`src/rtl/flash_loader_pkg.sv`:
```
// Shared command/response bytes and FSM state encoding for the debug flash loader.
package flash_loader_pkg;

  localparam logic [7:0] CMD_W = 8'h57;
  localparam logic [7:0] CMD_R = 8'h52;
  localparam logic [7:0] CMD_G = 8'h47;

  localparam logic [7:0] ACK = 8'h06;
  localparam logic [7:0] NAK = 8'h15;
  localparam logic [7:0] UNK = 8'h3F;

  typedef enum logic [3:0] {
    IDLE, ADDR_H, ADDR_L, COUNT, DAT_H, DAT_L, WRITE, CHECK,
    RD_ISSUE, RD_WAIT, SEND_H, SEND_L, RESP
  } state_t;

  // States in which a host byte may be consumed.
  function automatic logic collects(state_t s);
    return s inside {IDLE, ADDR_H, ADDR_L, COUNT, DAT_H, DAT_L, CHECK};
  endfunction

endpackage

```
`src/rtl/loader_tx_hold.sv`:
```
// Single-entry response byte holding register with valid/ready handshake.
module loader_tx_hold (
  input  logic       clk,
  input  logic       rst,
  input  logic       load,
  input  logic [7:0] load_data,
  output logic [7:0] tx_data,
  output logic       tx_valid,
  input  logic       tx_ready
);

  always_ff @(posedge clk) begin
    if (rst) begin
      tx_valid <= 1'b0;
      tx_data  <= '0;
    end else if (load) begin
      tx_valid <= 1'b1;
      tx_data  <= load_data;
    end else if (tx_valid && tx_ready) begin
      tx_valid <= 1'b0;
    end
  end

endmodule

```
`src/rtl/flash_loader.sv`:
```
// Host-command decoder that writes/reads the program flash and halts/releases the core.
module flash_loader
  import flash_loader_pkg::*;
#(
  parameter int unsigned ADDR_W        = 14,
  parameter int unsigned RD_LAT        = 2,
  parameter bit          HALT_ON_RESET = 1'b1
) (
  input  logic              clk,
  input  logic              rst,
  input  logic [7:0]        rx_data,
  input  logic              rx_valid,
  output logic              rx_ready,
  output logic [7:0]        tx_data,
  output logic              tx_valid,
  input  logic              tx_ready,
  output logic [ADDR_W-1:0] flash_addr,
  output logic [15:0]       flash_d,
  output logic              flash_we,
  input  logic [15:0]       flash_q,
  output logic              cpu_halt,
  output logic              cpu_rst
);

  localparam int unsigned WAIT_W = (RD_LAT > 2) ? $clog2(RD_LAT) : 1;
  localparam logic [WAIT_W-1:0] WAIT_LAST = WAIT_W'(RD_LAT - 2);

  state_t state, state_nxt;
  logic [ADDR_W-1:0] addr, addr_nxt;
  logic [7:0]  addr_hi, addr_hi_nxt, data_hi, data_hi_nxt, word_lo, word_lo_nxt;
  logic [7:0]  sum, sum_nxt, sum_in, resp, resp_nxt, tx_byte;
  logic [8:0]  cnt, cnt_nxt;
  logic [15:0] word, word_nxt;
  logic [WAIT_W-1:0] wait_cnt, wait_nxt;
  logic        is_wr, is_wr_nxt, halt, halt_nxt, crst, crst_nxt;
  logic        rx_fire, tx_load;

  assign rx_ready   = !rst && collects(state);
  assign rx_fire    = rx_valid && rx_ready;
  assign sum_in     = sum + rx_data;
  assign flash_we   = !rst && (state == WRITE);
  assign flash_addr = addr;
  assign flash_d    = word;
  assign cpu_halt   = halt;
  assign cpu_rst    = crst;

  loader_tx_hold u_tx_hold (
    .clk       (clk),
    .rst       (rst),
    .load      (tx_load),
    .load_data (tx_byte),
    .tx_data   (tx_data),
    .tx_valid  (tx_valid),
    .tx_ready  (tx_ready)
  );

  always_ff @(posedge clk) begin
    if (rst) state <= IDLE;
    else     state <= state_nxt;
  end

  always_ff @(posedge clk) begin
    if (rst) begin
      addr     <= '0;
      addr_hi  <= '0;
      data_hi  <= '0;
      word_lo  <= '0;
      sum      <= '0;
      resp     <= '0;
      cnt      <= '0;
      word     <= '0;
      wait_cnt <= '0;
      is_wr    <= 1'b0;
      halt     <= HALT_ON_RESET;
      crst     <= 1'b0;
    end else begin
      addr     <= addr_nxt;
      addr_hi  <= addr_hi_nxt;
      data_hi  <= data_hi_nxt;
      word_lo  <= word_lo_nxt;
      sum      <= sum_nxt;
      resp     <= resp_nxt;
      cnt      <= cnt_nxt;
      word     <= word_nxt;
      wait_cnt <= wait_nxt;
      is_wr    <= is_wr_nxt;
      halt     <= halt_nxt;
      crst     <= crst_nxt;
    end
  end

  always_comb begin
    state_nxt   = state;
    addr_nxt    = addr;
    addr_hi_nxt = addr_hi;
    data_hi_nxt = data_hi;
    word_lo_nxt = word_lo;
    sum_nxt     = sum;
    resp_nxt    = resp;
    cnt_nxt     = cnt;
    word_nxt    = word;
    wait_nxt    = wait_cnt;
    is_wr_nxt   = is_wr;
    halt_nxt    = halt;
    crst_nxt    = 1'b0;
    tx_load     = 1'b0;
    tx_byte     = '0;
    case (state)
      IDLE: if (rx_fire) begin
        case (rx_data)
          CMD_W: begin halt_nxt = 1'b1; is_wr_nxt = 1'b1; sum_nxt = '0; state_nxt = ADDR_H; end
          CMD_R: begin halt_nxt = 1'b1; is_wr_nxt = 1'b0; sum_nxt = '0; state_nxt = ADDR_H; end
          CMD_G: begin halt_nxt = 1'b0; crst_nxt = 1'b1; resp_nxt = ACK; state_nxt = RESP; end
          default: begin resp_nxt = UNK; state_nxt = RESP; end
        endcase
      end
      ADDR_H: if (rx_fire) begin
        addr_hi_nxt = rx_data; sum_nxt = sum_in; state_nxt = ADDR_L;
      end
      ADDR_L: if (rx_fire) begin
        addr_nxt = ADDR_W'({addr_hi, rx_data}); sum_nxt = sum_in; state_nxt = COUNT;
      end
      COUNT: if (rx_fire) begin
        cnt_nxt   = (rx_data == 8'd0) ? 9'd256 : {1'b0, rx_data};
        sum_nxt   = sum_in;
        state_nxt = is_wr ? DAT_H : RD_ISSUE;
      end
      DAT_H: if (rx_fire) begin
        data_hi_nxt = rx_data; sum_nxt = sum_in; state_nxt = DAT_L;
      end
      DAT_L: if (rx_fire) begin
        word_nxt = {data_hi, rx_data}; sum_nxt = sum_in; state_nxt = WRITE;
      end
      WRITE: begin
        addr_nxt  = addr + ADDR_W'(1);
        cnt_nxt   = cnt - 9'd1;
        state_nxt = (cnt == 9'd1) ? CHECK : DAT_H;
      end
      // The checksum byte is consumed here and its verdict loaded straight into tx.
      CHECK: if (rx_fire) begin
        tx_load   = 1'b1;
        tx_byte   = (sum_in == 8'd0) ? ACK : NAK;
        state_nxt = RESP;
      end
      RD_ISSUE: begin
        wait_nxt  = '0;
        state_nxt = RD_WAIT;
      end
      RD_WAIT: begin
        if (wait_cnt == WAIT_LAST) state_nxt = SEND_H;
        else                       wait_nxt  = wait_cnt + WAIT_W'(1);
      end
      // Entry cycle of SEND_H is RD_LAT cycles after RD_ISSUE, so flash_q is valid.
      SEND_H: begin
        if (!tx_valid) begin
          tx_load     = 1'b1;
          tx_byte     = flash_q[15:8];
          word_lo_nxt = flash_q[7:0];
        end else if (tx_ready) begin
          state_nxt = SEND_L;
        end
      end
      SEND_L: begin
        if (!tx_valid) begin
          tx_load = 1'b1;
          tx_byte = word_lo;
        end else if (tx_ready) begin
          addr_nxt = addr + ADDR_W'(1);
          cnt_nxt  = cnt - 9'd1;
          if (cnt == 9'd1) begin
            resp_nxt  = ACK;
            state_nxt = RESP;
          end else begin
            state_nxt = RD_ISSUE;
          end
        end
      end
      RESP: begin
        if (!tx_valid) begin
          tx_load = 1'b1;
          tx_byte = resp;
        end else if (tx_ready) begin
          state_nxt = IDLE;
        end
      end
      default: state_nxt = IDLE;
    endcase
  end

endmodule
```
`config.mk`:
```
export PLATFORM = sky130hd
export DESIGN_NAME = flash_loader
export DESIGN_NICKNAME = d
export VERILOG_FILES = /design/src/rtl/flash_loader_pkg.sv /design/src/rtl/loader_tx_hold.sv /design/src/rtl/flash_loader.sv
export SDC_FILE = /design/constraint.sdc
export NUM_CORES = 1
export LEC_CHECK = 0
export CAP_MARGIN = 10
export CORE_MARGIN = 4
export CORE_UTILIZATION = 49
export CTS_CLUSTER_DIAMETER = 50
export DETAILED_ROUTE_END_ITERATION = 16
export PLACE_DENSITY = 0.73
export SYNTH_ARGS = -nofsm -noshare
export SYNTH_HDL_FRONTEND = slang
export SYNTH_SLANG_ARGS = --single-unit
```
`constraint.sdc`:
```
create_clock -name clk -period 2 [get_ports clk]
set_input_delay 0.3 -clock clk [delete_from_list [all_inputs] [get_ports clk]]
set_output_delay 0.3 -clock clk [all_outputs]
set_load 0.01 [all_outputs]
```
; Word level (Yosys, flattened, before mapping)
; Index checks and enable logic that the tools add are counted.
[op_classes]
addsub = 4
eq_ne = 34
muxes = 54
n_bitwise = 3
n_reduce_logical = 32
[op_table]
columns = op, count
row1 = $mux W8, 10
row2 = $mux W4, 16
row3 = $pmux W4 S13, 1
row4 = $pmux W8 S2, 3
row5 = $mux W14, 3
row6 = $pmux W14 S3, 1
row7 = $mux W9, 4
row8 = $pmux W8 S4, 1
row9 = $ne A2 B2 Y1 const B, 14
row10 = $pmux W9 S3, 1
row11 = $eq A8 B7 Y1 const B, 3
row12 = $eq A4 B4 Y1 const B, 5
row13 = $eq A4 B3 Y1 const B, 4
row14 = $logic_not A8 Y1, 2
row15 = $add A14 B1 Y14 const B, 1
row16 = $reduce_and A14 Y1, 1
row17 = $reduce_and A4 Y1, 3
row18 = $reduce_bool A2 Y1, 6
row19 = $mux W5, 2
row20 = $eq A9 B1 Y1 const B, 1
row21 = $sub A9 B1 Y9 const B, 1
row22 = $add A8 B8 Y8, 1
row23 = $eq A4 B2 Y1 const B, 2
row24 = $ne A2 B1 Y1 const B, 4
row25 = 18 further kinds, 37
[word_totals]
reg_bits = 94
inputBits = 28
out_inout_bits = 43

; Depth between registers and ports, before layout
[logic_depth]
depth_word = 7
depth_mapped = 8

; By module
; Synthesis repeated with hierarchy kept, for this count alone.
[hier_totals]
hier_cells = 525
hier_area_um2 = 4349.2
[modules_own_cells]
columns = mod, instances, cells_per_inst, area_each_um2, seq_area_each_um2
row1 = flash_loader, 1, 495, 4027.6, 1561.5
row2 = loader_tx_hold, 1, 30, 321.6, 180.2

; Worst setup path after synthesis
; No wires, ideal clock.
[synth_path]
kind = input-to-reg
startpoint = input port rst
endpoint = register u_tx_hold.tx_data[6]
setup_ns = 0.128
arrival_ns = 1.890
required_ns = 1.872
setup_slack_ns = -0.018
path_stages = 8
path_buffers = 3
cell_sequence = clkbuf_2 > or3b_1 > buf_6 > or3_1 > buf_2 > and2_4 > a222oi_1 > nor2_1
[synth_between]
elab_chain_cells = 5
[synth_lines]
columns = element, line_no
row1 = start: declaration, flash_loader.sv:10  ; input logic rst,
row2 = $logic_not A1 Y1, flash_loader.sv:38  ; assign rx_ready = !rst && collects(state);
row3 = $logic_and A1 B1 Y1, flash_loader.sv:38
row4 = $logic_and A1 B1 Y1, flash_loader.sv:39  ; assign rx_fire = rx_valid && rx_ready;
row5 = $mux W1, flash_loader.sv:140  ; CHECK: if (rx_fire) begin
row6 = $pmux W1 S2, flash_loader.sv:108  ; case (state)
row7 = end signal: assignment, loader_tx_hold.sv:18  ; tx_data <= load_data;
row8 = end: declaration, loader_tx_hold.sv:7  ; output logic [7:0] tx_data,
; Parallel ways exist; a longest one is shown, timed or not.
; A chain may end at the register's enable or synchronous reset.

; Worst setup path in the final report
[layout_path]
startpoint = register sum[0]
endpoint = register sum[4]
[layout_between]
elab_chain_cells = 3
[layout_lines]
columns = element, line_no
row1 = start: declaration, flash_loader.sv:31  ; logic [7:0] sum, sum_nxt, sum_in, resp, resp_nxt, tx_byte;
row2 = start signal: assignment, flash_loader.sv:81  ; sum <= sum_nxt;
row3 = $add A8 B8 Y8, flash_loader.sv:40  ; assign sum_in = sum + rx_data;
row4 = $mux W8, -
row5 = $pmux W8 S2, flash_loader.sv:108
; No other way between the ends. The select of a mux whose other input is x is not followed.

==> out/metrics.cfg <==
[synthesis]
async_reset_ff_share_pct = 0
postSynthAreaPerCell_um2 = 7.724
synth.top_cell.area_share_pct = 37.58
ys_ff_latch = 87
yosysWarnings = 0
synth_edf_count = 0
synth_cell_types = 67
synth_top_area_cell = dfxtp_1
synth_cells = 600
synth_area_leaders = dfxtp_1 38%, a21oi_1 8.4%, nand2_1 7.6%, o21ai_0 3.7%, nor2_1 3.2%
synth_area_um2 = 4634
synthFlopType = dfxtp_1
syn_nets = 639
seq_area_frac_synth_pct = 37.58

[placed_design]
gp_congestion = 0.9031
place_area_um2 = 5896
hpwlAfterDp_um = 9811
pre_cts_slack_ns = -0.6307
port_buffers = 70

[setup_path]
reg2reg_to = sum[4]
path_cells = ha_4 > fa_2 > a211oi_2 > nor2_1 > or4_1 > a21oi_2
reg2reg_from = sum[0]
cp_top_family = simple AND/OR/NAND/NOR gates
crit_path_max_incr_delay_ns = 0.53
critPathBufInv = 0
required_ns = 2.30
critPathCaptureType = flop
worstSetupPathType = reg2reg
startpoint_type = flop
reg2reg_depth = 6
rrSetupSlack_ns = 0.05
path_max_fanout = 3
cp.arrival_ns = 2.25
cp_slowest_cell = or4_1

[timing]
max_freq_mhz = 512.9
final.setup.worst_slack_ns = 0.05015
slew_viol_final = 0
fin_worst_skew_ns = 0.01388
min_period_ns = 1.950
worst_slew_pin_slew_ns = 0.5843
rsz0062_at_grt = yes
finalSetupViolCount = 0
post-route-period-util_pct = 97.49
slew_headroom_pct = 61.05
finalHoldViolCount = 0

[clock_network]
clk_pin_slew_ns = 0.10
cts_hold_buffers = 0
cts.sinks = 87
cts_buffers = 9
cts_htree_levels = 3
clockBufferDepth = 2
cts_root_buf = clkbuf_8
cts_tree = done
clkLatencyLatePin_ns = 0.37

[worst_hold_path]
hold_path_end = flash_d[3]
min_path_cells = 3
hold_start = rx_data[3]
hold_class = in2reg

[route]
firstDrtPassIters = 6
dr_total_vias = 4888
wl_per_cell_um = 16.03
wirelength_um = 13660
drt_iter0_drc = 255
drc = 0
vias_per_cell = 5.737
ant_nets = 0

[floorplan]
row_count = 35
dieWidth_um = 105.3
core_area_um2 = 9240
start_util_pct = 50.16
die_h_um = 105.3
die_area_um2 = 11080
io_pins = 71

[final_layout]
fillers = 771
mostFrequentLayoutCells = 94 x nand2_1, 85 x dfxtp_1, 73 x a21oi_1, 73 x buf_4, 61 x clkdlybuf4s50_1
layout_commonest_cell = nand2_1
design_area_um2 = 6310
antenna_cells = 0
fin_nets = 757
syn_to_final_growth_pct = 36.15
drive_above_1_share_pct = 19.50

[power_and_ir_drop]
p_leak_nw = 2.306
power_mw = 4.491
powerDensity_nw_per_um2 = 711.7
peakVddDrop_v = 0.0004324

[global_route]
grt_overflow_total = 0
grt_pass1_wl_um = 22400
antenna_found_initial = 0
grt_pass1_vias = 4753
track_usage_pct = 24.26
grt_start_max_net_pins = 59

[job]
max-cap-violations = 0

[outcome]
outcome = completed

worst max-delay path by stage:
stage | from | to | slack, ns | cells past startpoint
after detailed placement | rx_data[0] | u_tx_hold.tx_data[0] | -0.63 | 8
after CTS | sum[0] | u_tx_hold.tx_data[4] | -0.005 | 7
after floorplan | rst | u_tx_hold.tx_data[6] | -0.02 | 8
after global placement | rx_data[0] | u_tx_hold.tx_data[0] | -0.53 | 8
after global routing | sum[0] | sum[6] | -0.02 | 8
final | sum[0] | sum[4] | 0.05 | 6
cell usage after synthesis (5+ instances only):
master,instances
or4_1,7
nor2_1,39
nand4_1,9
mux2i_1,8
nand2_1,94
a21o_1,7
dfxtp_1,87
clkbuf_1,30
nand2b_1,11
a211oi_1,7
nor4_1,9
nor3_1,21
a21oi_1,78
buf_2,6
and2_1,9
inv_1,14
o21ai_0,34
ha_1,10
nand3_1,22
a31oi_1,5
stage by stage:
step / hold slack (ns) / util [%] / TNS (ns) / std cells
after detailed placement: 0.4465 / 63.81 / -15.48 / 831
after CTS: 0.4612 / 66.92 / -0.007235 / 851
after floorplan: 0.4321 / - / -0.03535 / 600
final: 0.2684 / 68.29 / 0 / 852
after global placement: 0.4388 / 63.81 / -14.20 / 831
after global routing: 0.2956 / 68.29 / -0.03407 / 852
tightest hold or removal path: cells and delay by family:
kind / cells / cell delay [ns]
AND/OR/NAND/NOR: 1 / 0.07
buffers and inverters: 1 / 0.17
AO/OA/AOI/OAI: 1 / 0.05
cells by family after synthesis:
group | after synthesis | synth area share, %
AOI/OAI and AO/OA | 182 | 24.41
DFF | 87 | 37.58
muxes | 9 | 1.971
buffers and inverters | 54 | 4.886
and+or+nand+nor | 254 | 27.46
xor gates and xnor gates | 3 | 0.5671
adders and majority gates | 11 | 3.132
sequential cells by signal, indices dropped and copies added (netlist names):
| register | flops |
|---|---|
| is_wr | 1 |
| sum | 8 |
| u_tx_hold.tx_data | 8 |
| cpu_halt | 1 |
| cnt | 9 |
| resp | 2 |
| data_hi | 8 |
| word_lo | 8 |
| addr_hi | 6 |
| u_tx_hold.tx_valid | 1 |
| state | 4 |
| flash_d | 16 |
| cpu_rst | 1 |
| flash_addr | 14 |
routing by layer:
metal	up-vias	wire [um]	track usage, %
met4	0	172	5.248
met3	19	672	4.470
met1	2343	5977	32.05
li1	2410	-	-
met2	116	6832	41.30
met5	-	0	0
report_power, final:
group	leakage [nW]	switching, mW	internal [mW]
Sequential	0.703	0.0784	1.81
Clock	0.105	0.697	0.605
Combinational	1.50	0.717	0.583
cell type report:
class / count / area (um2) / share of cell area, %
inverter: 15 / 56.30 / 0.8923
multi-input combinational: 459 / 2820 / 44.70
clock buffer: 9 / 123.9 / 1.963
timing repair buffer: 146 / 1313 / 20.80
sequential: 87 / 1744 / 27.64
clock inverter: 7 / 91.34 / 1.448
tap: 129 / 161.4 / 2.558
repair_timing:
action	CTS	global route
endpoints found under the setup margin	8	28
pin swaps	9	11
buffers inserted	4	1
resized for setup	17	31
cloned	0	0
(Power assumes the default switching activity.)
